## config.mk

```make
export PLATFORM = sky130hd
export DESIGN_NAME = cic_decimator
export DESIGN_NICKNAME = d
export VERILOG_FILES = /design/src/rtl/cic_decimator.sv
export SDC_FILE = /design/constraint.sdc
export NUM_CORES = 1
export LEC_CHECK = 0
export CAP_MARGIN = 20
export CORE_UTILIZATION = 55
export DETAILED_ROUTE_END_ITERATION = 12
export PLACE_DENSITY = 0.69
export SLEW_MARGIN = 20
export SYNTH_ARGS = -nofsm -noshare
export SYNTH_HDL_FRONTEND = slang
export SYNTH_SLANG_ARGS = --single-unit
```

## constraint.sdc

```tcl
create_clock -name clk -period 9.9 [get_ports clk]
set_clock_uncertainty 0.15 [all_clocks]
set_input_delay 1.98 -clock clk [delete_from_list [all_inputs] [get_ports clk]]
set_output_delay 1.98 -clock clk [all_outputs]
set_load 0.02 [all_outputs]
```

## src/rtl/cic_decimator.sv

```systemverilog
// cic_decimator: N-stage CIC decimator for time-multiplexed 1-bit PDM channels.
//
// Each accepted PDM bit (+1/-1) updates its channel's integrator cascade and
// decimation counter. On every R-th sample of a channel the comb section runs
// on the following clock, and the result is loaded into a single-entry output
// register with a valid/ready handshake. A result that arrives while the
// output register is still waiting is dropped and raises the sticky o_overrun.
//
// Optional feature (compile-time macro):
//   CIC_DECIMATOR_ROUND_EN - round-half-up to OW bits instead of truncating.
module cic_decimator #(
  parameter  int N   = 4,
  parameter  int R   = 32,
  parameter  int CH  = 2,
  parameter  int OW  = 16,
  localparam int CHW = (CH > 1) ? $clog2(CH) : 1
) (
  input  logic           clk,
  input  logic           i_reset_n,
  input  logic           i_valid,
  input  logic [CHW-1:0] i_ch,
  input  logic           i_data,
  output logic           o_valid,
  input  logic           o_ready,
  output logic [CHW-1:0] o_ch,
  output logic [OW-1:0]  o_data,
  output logic           o_overrun
);

  // Internal width: enough headroom for a gain of R^N plus sign.
  localparam int W    = N * $clog2(R) + 2;
  localparam int CW   = $clog2(R);
  localparam int CHW1 = CHW + 1;

  localparam logic [CW-1:0]  CNT_LAST = CW'(R - 1);
  localparam logic [CHW:0]   CH_LIM   = CHW1'(CH);

`ifdef CIC_DECIMATOR_ROUND_EN
  // Half an output LSB; zero when no bits are discarded.
  localparam logic signed [W-1:0] RND_BIAS =
    (W > OW) ? (W'(1) << ((W > OW) ? (W - OW - 1) : 0)) : '0;
`endif

  // Parameter sanity checks at elaboration.
  if (OW > W) begin : g_ow_check
    $error("cic_decimator: OW=%0d exceeds internal width W=%0d", OW, W);
  end
  if (N < 1 || N > 6) begin : g_n_check
    $error("cic_decimator: N=%0d outside 1..6", N);
  end
  if (R < 2 || R > 256 || (1 << $clog2(R)) != R) begin : g_r_check
    $error("cic_decimator: R=%0d must be a power of two in 2..256", R);
  end
  if (CH < 1 || CH > 8) begin : g_ch_check
    $error("cic_decimator: CH=%0d outside 1..8", CH);
  end

  // Map a PDM bit to +1 / -1 at full internal width.
  function automatic logic signed [W-1:0] pdm_step(input logic bit_in);
    logic signed [W-1:0] step;
    step = '1;
    if (bit_in) step = W'(1);
    return step;
  endfunction

  // Reduce a W-bit comb result to the OW-bit output sample.
  function automatic logic [OW-1:0] scale_out(input logic signed [W-1:0] v);
    logic signed [W-1:0] t;
    t = v;
`ifdef CIC_DECIMATOR_ROUND_EN
    t = v + RND_BIAS;
`endif
    return t[W-1:W-OW];
  endfunction

  // Per-channel state.
  logic signed [W-1:0] integ_q [CH][N];
  logic signed [W-1:0] integ_d [CH][N];
  logic signed [W-1:0] dly_q   [CH][N];
  logic signed [W-1:0] dly_d   [CH][N];
  logic [CW-1:0]       cnt_q   [CH];
  logic [CW-1:0]       cnt_d   [CH];

  // Decimation event travelling from the integrator stage to the comb stage.
  logic                vld_p1_q;
  logic                vld_p1_d;
  logic [CHW-1:0]      ch_p1_q;
  logic [CHW-1:0]      ch_p1_d;

  // Comb output of the event channel.
  logic signed [W-1:0] comb_y;

  // Output register.
  logic                o_valid_q;
  logic                o_valid_d;
  logic [CHW-1:0]      o_ch_q;
  logic [CHW-1:0]      o_ch_d;
  logic [OW-1:0]       o_data_q;
  logic [OW-1:0]       o_data_d;
  logic                o_overrun_q;
  logic                o_overrun_d;

  logic                accept;

  // ---- stage p0: input acceptance, integrator cascade, decimation counter ----
  // Out-of-range channel numbers are ignored entirely.
  assign accept = i_valid && ({1'b0, i_ch} < CH_LIM);

  // Advance the addressed channel's integrators (registered cascade) and counter.
  always_comb begin
    integ_d  = integ_q;
    cnt_d    = cnt_q;
    vld_p1_d = 1'b0;
    ch_p1_d  = ch_p1_q;
    if (accept) begin
      integ_d[i_ch][0] = integ_q[i_ch][0] + pdm_step(i_data);
      for (int k = 1; k < N; k++) begin
        integ_d[i_ch][k] = integ_q[i_ch][k] + integ_q[i_ch][k-1];
      end
      if (cnt_q[i_ch] == CNT_LAST) begin
        cnt_d[i_ch] = '0;
        vld_p1_d    = 1'b1;
        ch_p1_d     = i_ch;
      end else begin
        cnt_d[i_ch] = cnt_q[i_ch] + CW'(1);
      end
    end
  end

  // Integrator and counter state, cleared asynchronously.
  always_ff @(posedge clk or negedge i_reset_n) begin
    if (!i_reset_n) begin
      for (int c = 0; c < CH; c++) begin
        cnt_q[c] <= '0;
        for (int k = 0; k < N; k++) begin
          integ_q[c][k] <= '0;
        end
      end
    end else begin
      integ_q <= integ_d;
      cnt_q   <= cnt_d;
    end
  end

  // Event handoff register into the comb stage.
  always_ff @(posedge clk or negedge i_reset_n) begin
    if (!i_reset_n) begin
      vld_p1_q <= 1'b0;
      ch_p1_q  <= '0;
    end else begin
      vld_p1_q <= vld_p1_d;
      ch_p1_q  <= ch_p1_d;
    end
  end

  // ---- stage p1: comb section on the event channel ----
  // The last integrator already holds the R-th sample's contribution here;
  // a new sample on the same channel this cycle only lands at the next edge.
  always_comb begin
    logic signed [W-1:0] acc;
    dly_d = dly_q;
    acc   = integ_q[ch_p1_q][N-1];
    for (int k = 0; k < N; k++) begin
      if (vld_p1_q) dly_d[ch_p1_q][k] = acc;
      acc = acc - dly_q[ch_p1_q][k];
    end
    comb_y = acc;
  end

  // Comb delay state, cleared asynchronously.
  always_ff @(posedge clk or negedge i_reset_n) begin
    if (!i_reset_n) begin
      for (int c = 0; c < CH; c++) begin
        for (int k = 0; k < N; k++) begin
          dly_q[c][k] <= '0;
        end
      end
    end else begin
      dly_q <= dly_d;
    end
  end

  // ---- output register: load, hold under backpressure, drop on overrun ----
  // A load while the held sample is not being taken drops the new sample;
  // a load coinciding with a handshake replaces the sample seamlessly.
  always_comb begin
    o_valid_d   = o_valid_q;
    o_ch_d      = o_ch_q;
    o_data_d    = o_data_q;
    o_overrun_d = o_overrun_q;
    if (vld_p1_q) begin
      if (o_valid_q && !o_ready) begin
        o_overrun_d = 1'b1;
      end else begin
        o_valid_d = 1'b1;
        o_ch_d    = ch_p1_q;
        o_data_d  = scale_out(comb_y);
      end
    end else if (o_valid_q && o_ready) begin
      o_valid_d = 1'b0;
    end
  end

  // Output register state; o_overrun is only ever cleared by reset.
  always_ff @(posedge clk or negedge i_reset_n) begin
    if (!i_reset_n) begin
      o_valid_q   <= 1'b0;
      o_ch_q      <= '0;
      o_data_q    <= '0;
      o_overrun_q <= 1'b0;
    end else begin
      o_valid_q   <= o_valid_d;
      o_ch_q      <= o_ch_d;
      o_data_q    <= o_data_d;
      o_overrun_q <= o_overrun_d;
    end
  end

  assign o_valid   = o_valid_q;
  assign o_ch      = o_ch_q;
  assign o_data    = o_data_q;
  assign o_overrun = o_overrun_q;

endmodule

```

==> results of run 1 <==
==> final cells by class <==
type / count / area (um^2)
fill: 3562 / 16400
inverter: 101 / 379
multi-input combinational: 1879 / 13300
tap: 539 / 674
clock buffer: 69 / 1310
sequential: 383 / 9590
clock inverter: 11 / 163
timing repair buffer: 36 / 358
==> worst min path at each step <==
stage | from | endpoint | cells past startpoint
final | integ_q[132] | integ_q[132] | 2
after global routing | integ_q[36] | integ_q[36] | 2
after CTS | integ_q[132] | integ_q[132] | 2
after detailed placement | integ_q[44] | integ_q[44] | 2
after global placement | integ_q[60] | integ_q[60] | 2
after floorplan | integ_q[22] | integ_q[22] | 2
==> metrics by stage <==
step | area [um^2] | hold WS [ns] | util, % | setup WS [ns]
2_1_floorplan | 23700 | 0.290 | - | 1.01
3_3_place_gp | 24300 | 0.303 | 57.7 | 1.44
3_5_place_dp | 24300 | 0.311 | 57.7 | 1.26
4_1_cts | 25800 | 0.324 | 61.1 | 1.24
5_1_grt | 25800 | 0.336 | 61.1 | 0.688
6_report | 25800 | 0.320 | 61.1 | 1.27
==> cell usage after synthesis (4+ instances only) <==
library cell	n
a21o_1	42
nand3b_1	4
ha_1	163
xor2_1	61
or2_2	5
dfrtp_1	383
a211o_1	4
nor3_1	41
inv_1	101
a2111oi_0	4
nor3b_1	6
nand3_1	18
o21a_1	15
clkbuf_1	71
o311a_1	4
and2_1	10
mux2i_1	92
nor2_1	84
a31oi_1	14
o31ai_1	16
a21oi_1	91
xnor2_1	95
nand2_1	386
buf_6	6
o2111ai_1	4
o21ai_0	330
a21boi_0	13
nor2b_1	11
buf_1	26
nand2b_1	24
nor4_1	6
or4_1	6
o21bai_1	27
mux2_2	178
and3_1	13
fa_1	7
o21ai_1	10
or3_1	11
a211oi_1	9
==> layout by cell type (no fill, tap or decap), types with 84 or more instances in the layout <==
cell     count
o21ai_0    330
dfrtp_1    382
inv_1      101
mux2_2     178
nor2_1      84
ha_1       163
mux2i_1     92
xnor2_1     95
a21oi_1     91
nand2_1    384
==> worst max-delay path: cells and delay by family (launching register included) <==
kind            cells  cell delay [ns]
buf+inv             5             0.36
fa+ha+maj           5             1.41
xor+xnor            5             1.07
compound gates     11             2.80
simple gates        5             1.52
mux                 2             0.50
flops               1             0.66
==> state kept, by name, summed over array words and instances (netlist names) <==
signal	flops
o_overrun	1
ch_p1_q	1
cnt_q	10
o_ch	1
dly_q	176
vld_p1_q	1
o_data	16
integ_q	176
o_valid	1
==> routing by layer <==
metal	GRT usage (%)	wire, um	part of all wire (%)
met1	27.8	21400	45
met2	38.5	23000	49
met3	2.63	1340	2.8
met4	8.10	1310	2.8
met5	0	0	0
==> cells by family (layout without fill, tap and decap cells) <==
logic type	after synthesis	in the layout	share of synthesized area, %
compound gates	635	635	16.5
xor+xnor	161	161	6.18
fa+ha+maj	171	171	9.23
buf+inv	208	217	3.53
flops	383	383	40.4
mux	271	271	12.4
simple gates	641	641	11.9
==> results.toml, run 1 <==
[routing]
wirelength_um = 47100
dr.pass1.iters = 5
drc = 0
drt_iter0_drc = 807
avgRoutedWirePerCell_um = 15.6
ant_nets = 0
vias = 17100
viasPerCell = 5.66

[logic_synthesis]
ys.flop_type = "dfrtp_1"
ys_seq_area_share_pct = 40.4
async_flop_share_pct = 100
yosysTopAreaCellShare_pct = 40.4
netlist_area_um2 = 23700
synth_cells = 2470
synth-seq-cells = 383
syn_nets = 2646
synth_edf_count = 0
yosysTopAreaCell = "dfrtp_1"
ys_top_cells_by_area = "dfrtp_1 40%, ha_1 8.6%, mux2_2 8.4%, o21ai_0 7.0%, nand2_1 6.1%"
synth.distinct_cells = 93
yosys_warnings = 0
syn_area_per_cell_um2 = 9.61

[finish]
layout-drive-gt1-share_pct = 12.1
area_growth_syn_to_layout_pct = 8.74
nNetsFinal = 2621
instances_no_fill = 3018
num_antenna_cells = 0

[sta]
fin_crit_sh_pct = 87.2
hold_viol = 0
tightest_slew_ns = 1.09
drv_slew = 0
period_minus_slack_ns = 8.63
setup_violations = 0
slew_headroom_pct = 27.6
finalSetupTns_ns = 0
rsz0062_at_grt = "no"
fmax_ghz = 0.116

[clock_network]
cts.sinks = 383
cts_tree = "built"
holdBufCountCts = 0
cts_repair_resize_count = 0
clk_latency_ns = 0.57
htreeDepth = 2
clock-root-buffer = "clkbuf_16"
clockBufferDepth = 3
cts_setup_buffers = 0
cts_buffers = 44
clkSlewWorstSetupHoldPaths_ns = 0.06

[worst_setup_path]
crit_top_cell = "inv_1"
critPathKind = "reg -> reg"
cp-start-kind = "flop"
r2r_cells = 33
cp_max_fo = 24
regToRegSetupSlack_ns = 1.27
end_kind = "flop"
worstPathRequired_ns = 10.20
worst_path_largest_cell_delay_ns = 0.66
r2r_start = "ch_p1_q"
critPathCapture = "o_data[15]"
crit_start = "ch_p1_q"
worstPathArrival_ns = 8.93
r2r_end = "o_data[15]"
crit_path_top_delay_cell = "dfrtp_4"

[floorplanning]
fp.dieW_um = 210
dieArea_um2 = 44000
coreArea_um2 = 42200
fp-row-count = 75
io_pins = 25
die_h_um = 210
start_util_pct = 56.2

[placement]
port_buffers = 24
place_congestion = 0.856
hpwl_um = 31900
place_inst = 2938

[global_routing]
grt_start_max_net_pins = 143
grt_pass1_wl_um = 80800
gr-usage-all-layers_pct = 22.0
antenna_found_initial = 0
first_global_vias = 17100
overflow = 0

[run]
cap_violations = 0

[worst_hold_path]
hold_class = "reg -> reg"

[status]
status = "finished, final reports clean"
Power of run 1 is left out: the tool's default activity adds up to more than one toggle a clock period on the data nets, which glitch-free logic cannot reach.
==> inputs of run 2 (changes only) <==
--- a/config.mk
+++ b/config.mk
@@ -9,7 +9,6 @@
 export CORE_UTILIZATION = 55
 export DETAILED_ROUTE_END_ITERATION = 12
 export PLACE_DENSITY = 0.69
-export SLEW_MARGIN = 20
 export SYNTH_ARGS = -nofsm -noshare
 export SYNTH_HDL_FRONTEND = slang
 export SYNTH_SLANG_ARGS = --single-unit
==> results of run 2 <==
Same layout as run 1: the final DEF is identical, and so are final timing and power.
Power of run 2 is left out for the same reason.
